$ cat src/rtl/spi_pkg.sv
// spi_pkg: shared types and constants for the SPI datapath.
//   state_e      - master FSM states
//   shift_mode_e - shift-register operation select (tx/rx shifters)
//   DEFAULT_WIDTH - default bits per transfer
package spi_pkg;

    localparam int unsigned DEFAULT_WIDTH = 8;

    typedef enum logic [2:0] {
        IDLE = 3'd0,
        LEAD = 3'd1,
        HIGH = 3'd2,
        LOW  = 3'd3,
        DONE = 3'd4
    } state_e;

    typedef enum logic [1:0] {
        HOLD  = 2'd0,
        LEFT  = 2'd1,
        RIGHT = 2'd2,
        PLOAD = 2'd3
    } shift_mode_e;

endpackage

$ cat src/rtl/spi_clkgen.sv
// spi_clkgen: half-period counter for the SPI master.
//   clk, rst_n  - clock, synchronous active-low reset
//   en          - count while high
//   clear       - synchronous restart to zero (wins over en)
//   phase_tick  - one-cycle pulse on the last cycle of every CLK_DIV-cycle phase
module spi_clkgen #(
    parameter int unsigned CLK_DIV = 4
) (
    input  logic clk,
    input  logic rst_n,
    input  logic en,
    input  logic clear,
    output logic phase_tick
);

    localparam int unsigned   CW   = $clog2(CLK_DIV + 1);
    localparam logic [CW-1:0] LAST = CW'(CLK_DIV - 1);

    logic [CW-1:0] count;

    // Counter wraps only at the phase boundary, so phases stay aligned.
    always_ff @(posedge clk) begin
        if (!rst_n || clear) begin
            count <= '0;
        end else if (en) begin
            count <= (count == LAST) ? '0 : count + CW'(1);
        end
    end

    // Combinational so the FSM leaves a phase exactly on its final cycle.
    assign phase_tick = en && (count == LAST);

endmodule

$ cat src/rtl/spi_master_byte.sv
// spi_master_byte: mode-0 (CPOL=0, CPHA=0) SPI master, MSB first.
//   start/tx_data  - transfer request and byte to send (taken in IDLE)
//   busy           - high from the cycle after acceptance through done
//   done/rx_data   - one-cycle completion pulse and received byte
//   sclk/cs_n/mosi - serial outputs; miso - serial input (clk-synchronous)
// Optional: define SPI_MASTER_BURST_EN to accept a new start in the DONE
// cycle and keep cs_n low across back-to-back transfers.
module spi_master_byte
    import spi_pkg::*;
#(
    parameter int unsigned WIDTH   = DEFAULT_WIDTH,
    parameter int unsigned CLK_DIV = 4
) (
    input  logic             clk,
    input  logic             rst_n,
    input  logic             start,
    input  logic [WIDTH-1:0] tx_data,
    output logic             busy,
    output logic             done,
    output logic [WIDTH-1:0] rx_data,
    output logic             sclk,
    output logic             cs_n,
    output logic             mosi,
    input  logic             miso
);

    localparam int unsigned BCW = $clog2(WIDTH + 1);

    state_e           state;
    state_e           next_state;
    logic             accept;
    logic             phase_tick;
    logic             cnt_en;
    logic             cnt_clear;
    logic [BCW-1:0]   bit_cnt;
    logic [WIDTH-1:0] tx_sr;
    logic [WIDTH-1:0] rx_sr;
    logic [WIDTH-1:0] tx_next;
    logic [WIDTH-1:0] rx_next;
    shift_mode_e      tx_mode;
    shift_mode_e      rx_mode;
    logic             busy_d;
    logic             done_d;
    logic             sclk_d;
    logic             cs_n_d;
    logic             mosi_d;

    function automatic logic [WIDTH-1:0] shift_apply(
        input shift_mode_e      mode,
        input logic [WIDTH-1:0] cur,
        input logic [WIDTH-1:0] load,
        input logic             ser_in
    );
        logic [WIDTH-1:0] res;
        case (mode)
            LEFT:    res = {cur[WIDTH-2:0], ser_in};
            RIGHT:   res = {ser_in, cur[WIDTH-1:1]};
            PLOAD:   res = load;
            default: res = cur;
        endcase
        return res;
    endfunction

    // Phase timer runs only inside LEAD/HIGH/LOW and restarts otherwise.
    assign cnt_en    = (state == LEAD) || (state == HIGH) || (state == LOW);
    assign cnt_clear = !cnt_en;

    spi_clkgen #(
        .CLK_DIV(CLK_DIV)
    ) u_clkgen (
        .clk       (clk),
        .rst_n     (rst_n),
        .en        (cnt_en),
        .clear     (cnt_clear),
        .phase_tick(phase_tick)
    );

    // State register.
    always_ff @(posedge clk) begin
        if (!rst_n) begin
            state <= IDLE;
        end else begin
            state <= next_state;
        end
    end

    // Next-state logic.
    always_comb begin
        next_state = state;
        accept     = 1'b0;
        case (state)
            IDLE: begin
                if (start) begin
                    next_state = LEAD;
                    accept     = 1'b1;
                end
            end
            LEAD: begin
                if (phase_tick) next_state = HIGH;
            end
            HIGH: begin
                if (phase_tick) next_state = LOW;
            end
            LOW: begin
                // bit_cnt counts sclk rises, so it equals WIDTH after the last one.
                if (phase_tick) next_state = (bit_cnt == BCW'(WIDTH)) ? DONE : HIGH;
            end
            DONE: begin
`ifdef SPI_MASTER_BURST_EN
                if (start) begin
                    next_state = LEAD;
                    accept     = 1'b1;
                end else begin
                    next_state = IDLE;
                end
`else
                next_state = IDLE;
`endif
            end
            default: next_state = IDLE;
        endcase
    end

    // Shift control: load on accept, shift tx on entry to LOW, capture miso on entry to HIGH.
    always_comb begin
        tx_mode = HOLD;
        rx_mode = HOLD;
        if (accept) begin
            tx_mode = PLOAD;
        end else if ((state == HIGH) && (next_state == LOW)) begin
            tx_mode = LEFT;
        end
        if ((state != HIGH) && (next_state == HIGH)) begin
            rx_mode = LEFT;
        end
    end

    assign tx_next = shift_apply(tx_mode, tx_sr, tx_data, 1'b0);
    assign rx_next = shift_apply(rx_mode, rx_sr, '0, miso);

    // Output decode from the upcoming state; registered below.
    always_comb begin
        busy_d = (next_state != IDLE);
        done_d = (next_state == DONE);
        sclk_d = (next_state == HIGH);
        mosi_d = 1'b0;
        cs_n_d = 1'b1;
        case (next_state)
            LEAD, HIGH, LOW: begin
                cs_n_d = 1'b0;
                mosi_d = tx_next[WIDTH-1];
            end
            DONE: begin
`ifdef SPI_MASTER_BURST_EN
                // Held low so a chained transfer sees no chip-select glitch.
                cs_n_d = 1'b0;
`else
                cs_n_d = 1'b1;
`endif
            end
            default: begin
                cs_n_d = 1'b1;
            end
        endcase
    end

    // Shift registers and bit counter.
    always_ff @(posedge clk) begin
        if (!rst_n) begin
            tx_sr   <= '0;
            rx_sr   <= '0;
            bit_cnt <= '0;
        end else begin
            tx_sr <= tx_next;
            rx_sr <= rx_next;
            if (accept) begin
                bit_cnt <= '0;
            end else if (rx_mode == LEFT) begin
                bit_cnt <= bit_cnt + BCW'(1);
            end
        end
    end

    // Output registers.
    always_ff @(posedge clk) begin
        if (!rst_n) begin
            busy    <= 1'b0;
            done    <= 1'b0;
            sclk    <= 1'b0;
            cs_n    <= 1'b1;
            mosi    <= 1'b0;
            rx_data <= '0;
        end else begin
            busy <= busy_d;
            done <= done_d;
            sclk <= sclk_d;
            cs_n <= cs_n_d;
            mosi <= mosi_d;
            if (done_d) begin
                rx_data <= rx_sr;
            end
        end
    end

endmodule
$ cat config.mk
export PLATFORM = sky130hd
export DESIGN_NAME = spi_master_byte
export DESIGN_NICKNAME = d
export VERILOG_FILES = /design/src/rtl/spi_pkg.sv /design/src/rtl/spi_clkgen.sv /design/src/rtl/spi_master_byte.sv
export SDC_FILE = /design/constraint.sdc
export NUM_CORES = 1
export LEC_CHECK = 0
export CORE_AREA = 2 2 55 62
export CTS_BUF_LIST = sky130_fd_sc_hd__clkbuf_8
export CTS_CLUSTER_SIZE = 20
export DETAILED_ROUTE_END_ITERATION = 10
export DIE_AREA = 0 0 57 64
export GPL_TIMING_DRIVEN = 0
export PLACE_DENSITY = 0.83
export SETUP_SLACK_MARGIN = 0.5
export SLEW_MARGIN = 10
export SYNTH_ARGS = -nofsm -noshare
export SYNTH_HDL_FRONTEND = slang
export SYNTH_SLANG_ARGS = --single-unit
export TNS_END_PERCENT = 1
$ cat constraint.sdc
create_clock -name clk -period 3.4 [get_ports clk]
set_input_delay 1.02 -clock clk [delete_from_list [all_inputs] [get_ports clk]]
set_output_delay 1.02 -clock clk [all_outputs]
set_load 0.05 [all_outputs]
## Word-level counts from Yosys, hierarchy flattened

Index checks and enable logic that the tools add are counted.

| cells by class | value |
|---|---|
| add/subtract/negate cells | 2 |
| equality and inequality tests | 16 |
| muxes and demuxes | 15 |
| bitwise logic cells | 1 |
| reduce and logical (&&, ||, !) cells | 15 |

Operator list:

| kind | number |
|---|---|
| $pmux W8 S3 | 2 |
| $mux W3 | 6 |
| $eq A3 B2 Y1 const B | 5 |
| $pmux W3 S4 | 1 |
| $reduce_bool A3 Y1 | 3 |
| $eq A2 B2 Y1 const B | 4 |
| $eq A3 B1 Y1 const B | 2 |
| $mux W1 | 5 |
| $add A4 B1 Y4 const B | 1 |
| $eq A2 B1 Y1 const B | 2 |
| $eq A4 B4 Y1 const B | 1 |
| $add A3 B1 Y3 const B | 1 |
| $eq A3 B3 Y1 const B | 1 |
| $logic_and A1 B1 Y1 | 3 |
| $logic_not A3 Y1 | 1 |
| $logic_or A1 B1 Y1 | 3 |
| $ne A3 B2 Y1 const B | 1 |
| $reduce_or A3 Y1 | 1 |
| $logic_not A1 Y1 | 2 |
| $mux W2 | 1 |
| $reduce_and A2 Y1 | 1 |
| $reduce_or A2 Y1 | 1 |
| $not A1 Y1 | 1 |

| storage, ports and cells | value |
|---|---|
| bits in registers | 39 |
| input bits | 12 |
| output and inout bits | 13 |
| logic and storage cells | 61 |

## Depth between registers and ports, before layout

| depth | value |
|---|---|
| depth after elaboration | 12 |
| depth in mapped cells | 6 |
| depth with buffers taken out | 5 |

## Modules after synthesis

From an unflattened synthesis, not the netlist that was laid out.

| unflattened totals | value |
|---|---|
| cells, all modules | 185 |
| area total of the unflattened synthesis | 1721.7 µm² |

By module, submodules not included:

| module | instances | cells an instance | area an instance (µm²) |
|---|---|---|---|
| spi_master_byte | 1 | 173 | 1572.8 |
| spi_clkgen | 1 | 12 | 148.9 |

## Worst setup path after synthesis

OpenSTA, ideal clock, no wires.

| timing | value |
|---|---|
| path type | in2reg |
| from | input start |
| to | register mosi |
| library setup time | 0.127 ns |
| arrival | 1.757 ns |
| required time | 3.273 ns |
| slack | 1.516 ns |
| stages on the path | 4 |
| path buffers | 1 |
| cells stage by stage | or4b_4 buf_6 o211ai_2 a21oi_2 |

| on the way | value |
|---|---|
| longest elaborated chain between the ends | 8 |

Ends and longest elaborated chain:

| item | RTL line | RTL |
|---|---|---|
| start: declaration | spi_master_byte.sv:16 | `input logic start,` |
| $mux W3 | spi_master_byte.sv:93 | `if (start) begin` |
| $pmux W3 S4 | spi_master_byte.sv:91 | `case (state)` |
| $eq A3 B2 Y1 | spi_master_byte.sv:130, spi_master_byte.sv:148 |  |
| $logic_and A1 B1 Y1 | spi_master_byte.sv:130 | `end else if ((state == HIGH) && (next_state == LOW)) begin` |
| $mux W1 | spi_master_byte.sv:130 |  |
| $mux W2 | spi_master_byte.sv:128 | `if (accept) begin` |
| $eq A2 B2 Y1 / $eq A2 B1 Y1 (equally long branches) | spi_master_byte.sv:55 | `case (mode)` |
| $pmux W8 S3 | spi_master_byte.sv:55 |  |
| end signal: assignment | spi_master_byte.sv:198 | `mosi <= mosi_d;` |
| end: declaration | spi_master_byte.sv:23 | `output logic mosi,` |

Parallel ways exist; a longest one is shown, timed or not.
A chain may end at the register's enable or synchronous reset.

## Final worst setup path

| timing | value |
|---|---|
| from | register rx_data[7] |
| to | output rx_data[7] |

RTL lines:

| item | RTL line | RTL |
|---|---|---|
| start: declaration | spi_master_byte.sv:20 | `output logic [WIDTH-1:0] rx_data,` |
| start signal: assignment | spi_master_byte.sv:200 | `rx_data <= rx_sr;` |

No word-level cell between the ends.

==> reports/qor.csv <==
metric,value,unit
crit_chain,clkdlybuf4s50_1,
worstSetupEndpointType,output port,
die_y,64,um
leakage,0.000741,uW
setup_viol,0,
wl_per_cell,15.7,um
cts-htree-levels,2,
cp_max_fo,2,
skew,3.51,ps
drt_iter0_drc,75,
holdBufCountCts,0,
cts_sinks,39,
final_common_cell,dfxtp_1,
min_period,2470,ps
die_x,57,um
num_vias,1505,
antenna_cells,0,
grt_max_degree,13,
grt_overflow,0,
placed_cells,236,
p_seq_frac,0.495,
worstMarginPinSlew,509,ps
post_cts_resized,0,
yosys-top-cells-area,"dfxtp_1, o21ai_0, a21boi_0",
grt_pass1_vias,1519,
comb_power_share,0.084,
ant_nets,0,
startpoint_type,flip-flop,
postSynthCellCount,178,
ys_warn_count,0,
crit_buf_inv,1,
dieArea,3650,sq um
power_frac_clock,0.420,
yosysTopAreaCellShare,0.446,
ys_seq_area_frac,0.446,
cp.arrival,1450,ps
syn_to_final_growth,22.9,%
first_pass_iters,4,
power,953,uW
fmax,0.405,GHz
syn_avg_cell_area,9.83,sq um
status,"finished, final reports clean",
wl,3830,um
crit_family,buffers and inverters,
min-delay-path-class,flip-flop to flip-flop,
clkTransAtPathRegs,70,ps
final_max_slew_viol_count,0,
via_per_inst,6.17,
yosysTopAreaCell,dfxtp_1,
critPathRequiredTime,2380,ps
antenna_found_initial,0,
numCtsBuffers,5,
cts_tree,built,
rows,21,
peakVddDrop,0.475,mV
drive_above_1_share,0.124,
port_buffers,24,
dp_hpwl,2700,um
rsz0062_at_grt,no,
coreArea,3000,sq um
drc,0,
instances_no_fill,244,
min_period_over_period,0.726,
ys_types,41,
p_sw,211,uW
criticalPathCategory,flip-flop to output port,
layout.nets,224,
ys_ff_latch,39,
worst_path_max_delay_cell,clkdlybuf4s50_1,
drv_cap,0,
finalWeightedCongestion,0.808,
post_cts_buffers,0,
cts_root_buffer,clkbuf_8,
swShare,0.221,
p_per_area,443,nW/um^2
relSlewSlack,0.660,
cts_buffer_depth,2,
tns,0,ps
worst_skew_pair.late_latency,290,ps
r2r_cells,6,
max_stage_delay,800,ps
hold_path_depth,1,
grt_pass1_wl,7020,um
finalHoldViolCount,0,
grt_use_total,0.242,
final_cell_mix,"dfxtp_1, clkdlybuf4s50_1, o21ai_0",
syn_area,1750,sq um
start_util,0.584,
ios,25,
p_int,742,uW
syn_nets,193,
cp.depth,1,
-- worst register-to-register path, stage by stage, from the launching register on --
cell,delay (ps)
dfxtp_1,370
inv_1,80
ha_1,240
and4b_1,240
clkbuf_1,220
o31ai_1,300
a21oi_1,90
-- sequential cells by signal, indices dropped and copies added, names as in the netlist --
name	count
done	1
tx_sr	8
bit_cnt	4
cs_n	1
sclk	1
state	3
u_clkgen.count	3
rx_data	8
busy	1
mosi	1
rx_sr	8
-- stage by stage --
step / setup WS (ps) / cell area (sq um) / hold WS (ps) / util
global route: 889 / 2150 / 447 / 0.718
floorplan: 1520 / 1750 / 407 / -
finish: 930 / 2150 / 437 / 0.718
CTS: 934 / 2150 / 439 / 0.718
global placement: 912 / 2030 / 416 / 0.679
detailed placement: 869 / 2030 / 429 / 0.679
-- logic make-up (layout without fill, tap and decap cells) --
family,after synthesis,in the layout,share of synthesized area
adder cells (fa/ha/maj),3,3,0.0214
AND/OR/NAND/NOR,49,49,0.207
flip-flops,39,39,0.446
AO/OA/AOI/OAI,68,68,0.267
buffers and inverters,19,51,0.0593
-- final cells by class --
class                   instances  area, sq um
well taps                      34         42.5
multi-input cells             120          866
inverters                       4         15.0
clock buffers                   6         82.6
clock inverters                 2         35.0
fillers                       251          845
flip-flops and latches         39          781
plain buffers                  15         88.8
repair buffers                 24          240
-- path summary, 6_finish.rpt --
kind	start	end	slack [ps]
setup / recovery	rx_data[7]	rx_data[7]	930
hold / removal	u_clkgen.count[0]	u_clkgen.count[0]	440
setup reg to reg	bit_cnt[0]	bit_cnt[3]	1750
hold reg to reg	u_clkgen.count[0]	u_clkgen.count[0]	440
-- synthesized netlist by cell type (all sizes together) --
cell	n
dfxtp	39
a21boi	23
or4b	1
nand2	2
a32oi	6
and4bb	2
o22ai	1
a221oi	1
nor3b	1
nand2b	2
nand4b	2
nor4bb	2
nand3	19
a31oi	1
nor2	4
nor3	1
and4b	2
and3b	1
or4	2
o211ai	7
nand4bb	2
ha	3
and3	3
o21ai	21
clkbuf	5
a21oi	6
buf	10
inv	4
nor4b	3
o31ai	1
a211o	1
-- metal layers --
| metal | track usage | vias up | part of all wire |
|---|---|---|---|
| met5 | 0 | - | 0 |
| met4 | 0.113 | 0 | 0.017 |
| met3 | 0.0587 | 6 | 0.043 |
| met2 | 0.394 | 30 | 0.47 |
| met1 | 0.298 | 732 | 0.47 |
| li1 | - | 737 | - |
-- power groups by stage --
stage                     registers (uW)  logic [uW]  clock network [uW]
after floorplan                      491        42.9                   0
after detailed placement             483        79.7                   0
after global placement               483        77.3                   0
after global routing                 474        86.0                 423
final                                472        80.5                 400
after CTS                            472        80.3                 404
Note: power is estimated with default switching activity, not from simulation.
